--- config.mk ---
export PLATFORM = sky130hd
export DESIGN_NAME = dbus_arbiter
export DESIGN_NICKNAME = d
export VERILOG_FILES = /design/src/rtl/dbus_arbiter.sv
export SDC_FILE = /design/constraint.sdc
export NUM_CORES = 1
export LEC_CHECK = 0
export CELL_PAD_IN_SITES_DETAIL_PLACEMENT = 1
export CELL_PAD_IN_SITES_GLOBAL_PLACEMENT = 2
export CORE_UTILIZATION = 10
export CTS_CLUSTER_SIZE = 16
export DETAILED_ROUTE_END_ITERATION = 8
export PLACE_DENSITY = 0.9
export SLEW_MARGIN = 20
export SYNTH_ARGS = -nofsm -noshare
export SYNTH_HDL_FRONTEND = slang
export SYNTH_SLANG_ARGS = --single-unit
--- constraint.sdc ---
create_clock -name clock -period 4.94 [get_ports clock]
set_clock_uncertainty 0.2 [all_clocks]
set_input_delay 0.741 -clock clock [delete_from_list [all_inputs] [get_ports clock]]
set_output_delay 0.741 -clock clock [all_outputs]
set_load 0.02 [all_outputs]
--- src/rtl/dbus_arbiter.sv ---
// Two-master data-bus arbiter: round-robin grant with a stall lock, and read
// responses steered back to their issuer through an in-order owner FIFO.
module dbus_arbiter #(
    parameter int ADDR_W      = 32,
    parameter int DATA_W      = 32,
    parameter int OUTSTANDING = 2
) (
    input  logic                clock,
    input  logic                reset,

    input  logic                io_m0_req_valid,
    output logic                io_m0_req_ready,
    input  logic [ADDR_W-1:0]   io_m0_req_bits_addr,
    input  logic [DATA_W-1:0]   io_m0_req_bits_wdata,
    input  logic                io_m0_req_bits_wen,
    input  logic [DATA_W/8-1:0] io_m0_req_bits_wstrb,
    output logic                io_m0_resp_valid,
    input  logic                io_m0_resp_ready,
    output logic [DATA_W-1:0]   io_m0_resp_bits,

    input  logic                io_m1_req_valid,
    output logic                io_m1_req_ready,
    input  logic [ADDR_W-1:0]   io_m1_req_bits_addr,
    input  logic [DATA_W-1:0]   io_m1_req_bits_wdata,
    input  logic                io_m1_req_bits_wen,
    input  logic [DATA_W/8-1:0] io_m1_req_bits_wstrb,
    output logic                io_m1_resp_valid,
    input  logic                io_m1_resp_ready,
    output logic [DATA_W-1:0]   io_m1_resp_bits,

    output logic                io_bus_req_valid,
    input  logic                io_bus_req_ready,
    output logic [ADDR_W-1:0]   io_bus_req_bits_addr,
    output logic [DATA_W-1:0]   io_bus_req_bits_wdata,
    output logic                io_bus_req_bits_wen,
    output logic [DATA_W/8-1:0] io_bus_req_bits_wstrb,
    input  logic                io_bus_resp_valid,
    output logic                io_bus_resp_ready,
    input  logic [DATA_W-1:0]   io_bus_resp_bits
);

    localparam int PTR_W = (OUTSTANDING > 1) ? $clog2(OUTSTANDING) : 1;
    localparam int CNT_W = $clog2(OUTSTANDING) + 1;
    localparam logic [CNT_W-1:0] FULL_CNT = CNT_W'(OUTSTANDING);
    localparam logic [PTR_W-1:0] LAST_PTR = PTR_W'(OUTSTANDING - 1);

    logic                   lock;
    logic                   lock_id;
    logic                   rr_ptr;
    logic                   grant;
    logic                   g_valid;
    logic                   accept;
    logic                   push;
    logic                   pop;
    logic                   full;
    logic                   empty;
    logic                   head;
    logic [OUTSTANDING-1:0] owner;
    logic [PTR_W-1:0]       wr_ptr;
    logic [PTR_W-1:0]       rd_ptr;
    logic [CNT_W-1:0]       count;

    function automatic logic [PTR_W-1:0] next_ptr(input logic [PTR_W-1:0] p);
        return (p == LAST_PTR) ? '0 : p + PTR_W'(1);
    endfunction

    always_comb begin
        grant = 1'b0;
        if (lock)
            grant = lock_id;
        else if (io_m0_req_valid && io_m1_req_valid)
            grant = rr_ptr;
        else if (io_m1_req_valid)
            grant = 1'b1;
    end

    assign g_valid               = grant ? io_m1_req_valid      : io_m0_req_valid;
    assign io_bus_req_bits_addr  = grant ? io_m1_req_bits_addr  : io_m0_req_bits_addr;
    assign io_bus_req_bits_wdata = grant ? io_m1_req_bits_wdata : io_m0_req_bits_wdata;
    assign io_bus_req_bits_wen   = grant ? io_m1_req_bits_wen   : io_m0_req_bits_wen;
    assign io_bus_req_bits_wstrb = grant ? io_m1_req_bits_wstrb : io_m0_req_bits_wstrb;

    assign full  = (count == FULL_CNT);
    assign empty = (count == '0);
    assign head  = owner[rd_ptr];

    // Only reads consume an owner slot, so only reads are held back by a full FIFO;
    // the full test deliberately ignores a pop happening in the same cycle.
    assign io_bus_req_valid = !reset && g_valid && !(!io_bus_req_bits_wen && full);
    assign accept           = io_bus_req_valid && io_bus_req_ready;
    assign io_m0_req_ready  = accept && !grant;
    assign io_m1_req_ready  = accept && grant;
    assign push             = accept && !io_bus_req_bits_wen;

    assign io_m0_resp_valid = !reset && !empty && io_bus_resp_valid && !head;
    assign io_m1_resp_valid = !reset && !empty && io_bus_resp_valid && head;
    assign io_m0_resp_bits  = io_bus_resp_bits;
    assign io_m1_resp_bits  = io_bus_resp_bits;

    // An unowned response is sunk rather than allowed to wedge the bus.
    always_comb begin
        io_bus_resp_ready = 1'b0;
        if (!reset)
            io_bus_resp_ready = empty ? 1'b1 : (head ? io_m1_resp_ready : io_m0_resp_ready);
    end

    assign pop = io_bus_resp_valid && io_bus_resp_ready && !empty;

    always_ff @(posedge clock or posedge reset) begin
        if (reset) begin
            lock    <= 1'b0;
            lock_id <= 1'b0;
            rr_ptr  <= 1'b0;
            owner   <= '0;
            wr_ptr  <= '0;
            rd_ptr  <= '0;
            count   <= '0;
        end else begin
            if (accept) begin
                lock   <= 1'b0;
                rr_ptr <= ~grant;
            end else if (io_bus_req_valid) begin
                lock    <= 1'b1;
                lock_id <= grant;
            end
            if (push) begin
                owner[wr_ptr] <= grant;
                wr_ptr        <= next_ptr(wr_ptr);
            end
            if (pop)
                rd_ptr <= next_ptr(rd_ptr);
            case ({push, pop})
                2'b10:   count <= count + CNT_W'(1);
                2'b01:   count <= count - CNT_W'(1);
                default: count <= count;
            endcase
        end
    end

    a_no_orphan_resp: assert property (@(posedge clock) disable iff (reset)
        !(io_bus_resp_valid && empty));

    a_locked_holds_valid: assert property (@(posedge clock) disable iff (reset)
        lock |-> (lock_id ? io_m1_req_valid : io_m0_req_valid));

endmodule

After elaboration in Yosys (flattened, before gate mapping)
Index checks and enable logic that the tools add are counted.
{"block": "op_classes", "addsub": 4, "eq_ne": 3, "n_lt_le_gt_ge": 3, "reduce_logical": 25, "n_bitwise": 2, "n_mux": 21}
{"cell": "$mux 32", "n": 2}
{"cell": "$logic_and 1x1->1", "n": 15}
{"cell": "$mux 1", "n": 15}
{"cell": "$logic_not 1->1", "n": 6}
{"cell": "$eq 2x2->1 const B", "n": 2}
{"cell": "$lt 1x2->1 const B", "n": 2}
{"cell": "$mux 4", "n": 1}
{"cell": "$pmux 2 s2", "n": 1}
{"cell": "$reduce_bool 2->1", "n": 2}
{"cell": "$add 1x1->1 const B", "n": 2}
{"cell": "$add 2x1->2 const B", "n": 1}
{"cell": "$bwmux 2", "n": 1}
{"cell": "$eq 2x1->1 const B", "n": 1}
{"cell": "$logic_not 2->1", "n": 1}
{"cell": "$not 1->1", "n": 2}
{"cell": "$reduce_and 2->1", "n": 1}
{"cell": "$sub 2x1->2 const B", "n": 1}
{"cell": "$demux 1 s1", "n": 1}
{"cell": "$ge 1x1->1 const B", "n": 1}
{"block": "word_totals", "out_inout_bits": 139, "elab_cells": 65, "regBits": 9, "inputBits": 178}

Depth between registers and ports, before layout
{"block": "depth", "word_depth": 12, "mapped_depth": 8, "ltp_nobuf": 8}

Worst setup path before layout
No wires, ideal clock.
{"block": "synth_timing", "path_type": "in2out", "start": "input port io_m0_req_valid", "end": "output port io_bus_req_bits_addr[0]", "cell_stages": 5, "path_slack_ns": 2.110, "path_buffers": 2, "arrival_time_ns": 1.889, "required_ns": 3.999, "cell_sequence": "nor2b_2 -> o21ai_4 -> buf_2 -> buf_2 -> mux2_2"}
{"block": "synth_between", "elab_chain_len": 4}
{"element": "from (decl)", "line_no": "11", "text": "input logic io_m0_req_valid,"}
{"element": "$logic_and 1x1->1", "line_no": "71", "text": "else if (io_m0_req_valid && io_m1_req_valid)"}
{"element": "$mux 1", "line_no": "71"}
{"element": "$mux 1", "line_no": "69", "text": "if (lock)"}
{"element": "$mux 32", "line_no": "78", "text": "assign io_bus_req_bits_addr = grant ? io_m1_req_bits_addr : io_m0_req_bits_addr;"}
{"element": "to (decl)", "line_no": "33", "text": "output logic [ADDR_W-1:0] io_bus_req_bits_addr,"}
No other way between the ends.

Worst setup path after layout
{"block": "layout_timing", "start": "input port io_m1_req_valid", "end": "output port io_bus_req_bits_wdata[22]"}
{"block": "layout_between", "elab_chain_len": 4}
{"element": "from (decl)", "line_no": "21", "text": "input logic io_m1_req_valid,"}
{"element": "$mux 1 / $logic_and 1x1->1 (equally long branches)", "line_no": "73, 71"}
{"element": "$mux 1 (*)", "line_no": "71"}
{"element": "$mux 1 (*)", "line_no": "69"}
{"element": "$mux 32 (*)", "line_no": "79", "text": "assign io_bus_req_bits_wdata = grant ? io_m1_req_bits_wdata : io_m0_req_bits_wdata;"}
{"element": "to (decl)", "line_no": "34", "text": "output logic [DATA_W-1:0] io_bus_req_bits_wdata,"}
Every way passes the cells marked *; elsewhere a longest branch is shown, timed or not.

==> metrics.md <==
| Metric | Value |
|---|---|
| Clock root buffer | clkbuf_16 |
| Register area share after synthesis | 0.1207 |
| Die ar. | 19210 um^2 |
| # diodes | 0 |
| CTS tree | done |
| CP Launch Type | input port |
| Vias in the first global route | 2225 |
| Crit path DAT | 3.06 ns |
| Fin. max-slew vios | 0 |
| Clock buffer count from CTS | 3 |
| FF+latch count, synth | 9 |
| Most used cell along the critical path | clkdlybuf4s50_1 |
| Slew HR | 0.5954 |
| Global-route wire length before repair | 12360 um |
| Final Hold Viols | 0 |
| CTS Sinks | 9 |
| Setup-failing EPs final | 0 |
| Worst Setup SP | io_m1_req_valid |
| Worst r2r src | lock$_DFFE_PP0P_ |
| Core Area | 18150 um^2 |
| Die Ht | 138.6 um |
| Layout cells sized above 1 | 0.2365 |
| Area growth from synthesis to layout | 110.9% |
| CP max-delay cell | clkdlybuf4s50_1 |
| RSZ-0062 raised after global routing | false |
| Failing checks | design-rule violations |
| Initial Util | 0.1028 |
| Met1 wire length | 3115 um |
| Clock transition at path regs | 0.04 ns |
| Met2 Routed Length | 4254 um |
| Gate count after technology mapping | 196 |
| Post-route core utilization | 0.2168 |
| Pwr Density | 390.5 nW/um^2 |
| Port Buffers | 220 |
| Critical path depth in cells | 6 |
| Min-Delay Path Class | reg2reg |
| Initial antenna violation count | 0 |
| Setup TNS | 0 ns |
| Starting DRC count in detailed routing | 63 |
| Layout fillers | 2132 |
| Synth area leader | mux2_2 |
| HP Start | rd_ptr$_DFFE_PP0P_ |
| Crit path required time | 4.00 ns |
| Hold_buf cts | 0 |
| CTS Buffer Depth | 2 |
| Largest cells by area after synthesis | mux2_2 42%, buf_4 26%, dfrtp_1 12%, buf_2 2.1%, nor2_1 1.4% |
| Post-DRT Antenna Nets | 0 |
| Routed vias/inst | 3.350 |
| VDD IR-drop max | 0.1880 mV |
| Fin worst setup slack | 0.9417 ns |
| Pre-Repair DR Iteration Count | 6 |
| DP Wirelength | 7141 um |
| DR WL met3 | 835 um |
| Gr usage total | 0.08116 |
| Status | finished with violations |
| FP Rows | 49 |
| R2r setup slk | 2.42 ns |
| Synth warnings | 0 |
| Resized Gates After CTS | 0 |
| Synth top area share | 0.4165 |
| Finished Cell Area | 3935 um^2 |
| Cell Area, Synth | 1866 um^2 |
| Routed wire length | 8278 um |
| Crit path capture type | output port |
| Placed cell area | 3856 um^2 |
| Netlist cell types | 31 |
| Final worst path period share | 0.8094 |
| Critical Path Max Stage Delay | 0.58 ns |
| Post-route DRC | 18 |
| Critical path class | in2out |
| Avg Cell Area, Syn | 9.518 um^2 |
| RePlAce Congestion | 0.7563 |
| Leakage Power | 0.001416 uW |
| Worst skew pair latency | 0.23 ns |
| F_max | 250.1 MHz |
| Tmin final | 3.998 ns |
| Die X | 138.6 um |
| Worst path buffer plus inverter count | 3 |
| Final-stage net count | 531 |
| CP Max Fanout | 46 |
| Max-cap violations | 0 |
| Total congestion overflow | 0 |
| IO Pins | 317 |
| Max Used Layer | met4 |
| Syn nets | 375 |
| Cells on worst reg2reg path | 8 |
| Vias | 1943 |
| Hold path depth | 1 |
| Placement Setup Slack | 0.9228 ns |
| H-tree depth | 1 |
| Largest net degree at the start of global routing | 47 |
| CP cell instances | clkdlybuf4s50_1 -> nand2b_4 -> o21ai_4 -> buf_4 -> mux2_2 -> clkdlybuf4s50_1 |
| Post-CTS Setup Repair Bufs | 0 |
| Slew @ Worst Pin | 0.6068 ns |
| CP delay by family, top | buffers and inverters |
| Wirelength per Cell | 14.27 um |
-- metrics by stage --
stage | power (uW) | hold WS [ns] | instances
6_report | 1537 | 0.2972 | 580
5_1_grt | 1627 | 0.3018 | 580
4_1_cts | 1559 | 0.2953 | 580
3_5_place_dp | 1405 | 0.2875 | 576
3_3_place_gp | 1377 | 0.2797 | 576
2_1_floorplan | 933.8 | 0.2574 | 196
-- state kept, by name (all words and copies together), names as in the netlist --
register and flops:
rd_ptr 1, wr_ptr 1, rr_ptr 1, lock_id 1, lock 1, owner 2, count 2
-- cell usage in the layout (no fill, tap or decap), types with 2 or more instances in the layout --
cell type,netlist,layout
clkdlybuf4s50_1,0,220
nand2_1,3,3
nor2_1,7,7
xnor2_1,3,3
o21bai_1,2,2
nand3_1,2,2
nor2b_1,3,3
inv_1,2,2
dfrtp_1,9,9
mux2_2,69,69
buf_4,64,3
mux2_1,2,2
xor2_1,2,2
a21oi_1,2,2
clkbuf_16,0,3
mux2i_1,2,2
-- per-layer routing --
| layer | vias up | global-route usage |
|---|---|---|
| met5 | - | 0 |
| met4 | 0 | 0.01597 |
| met3 | 9 | 0.02797 |
| met2 | 131 | 0.1504 |
| met1 | 882 | 0.08903 |
| li1 | 921 | - |
-- where the power goes --
group | switching [uW] | internal [uW] | leakage [uW]
Combinational | 561 | 686 | 0.00127
Clock | 35.2 | 108 | 0.0000382
Sequential | 36.5 | 110 | 0.000106
Total | 633 | 904 | 0.00142
-- worst reg2reg max path: stages (launching register included) --
cell and delay (ns):
dfrtp_1 0.40, nand2b_4 0.16, o21ai_4 0.14, buf_4 0.36
mux2i_4 0.39, nand2_1 0.14, ha_1 0.34, nor2_1 0.15
xor2_1 0.15
-- layout make-up --
class                           count  area [um^2]  area share
Sequential cell                     9        225.2     0.05723
Inverter                            3        11.26    0.002862
Timing Repair Buffer              223         2225      0.5653
Multi-Input combinational cell    112         1109      0.2817
Tap cell                          229        286.5     0.07281
Clock buffer                        4        78.83     0.02003
-- synth_stat cells (all sizes together) --
master	n
nand3	2
nand2b	2
o2111ai	1
or2	1
o21bai	2
buf	72
xnor2	3
inv	3
nand2	3
o211ai	1
a21oi	2
dfrtp	9
a211oi	1
nor4	1
nor2b	4
mux2i	3
xor2	2
a21boi	1
ha	1
or3b	1
nor3	1
o21ai	2
mux2	71
nor2	7
-- worst paths after layout --
kind	endpoint
max	io_bus_req_bits_wdata[22]
min	rd_ptr$_DFFE_PP0P_
max reg2reg	count[1]$_DFFE_PP0P_
min reg2reg	rd_ptr$_DFFE_PP0P_
max in group asynchronous	wr_ptr$_DFFE_PP0P_
min in group asynchronous	count[1]$_DFFE_PP0P_
-- logic make-up after synthesis --
family / Yosys count / synth area share
and+or+nand+nor: 22 / 0.06841
xor gates and xnor gates: 5 / 0.02348
muxes: 74 / 0.4514
AOI/OAI and AO/OA: 10 / 0.04427
DFF: 9 / 0.1207
adders and majority gates: 1 / 0.006706
buffers and inverters: 75 / 0.2850
(Power assumes the default switching activity.)
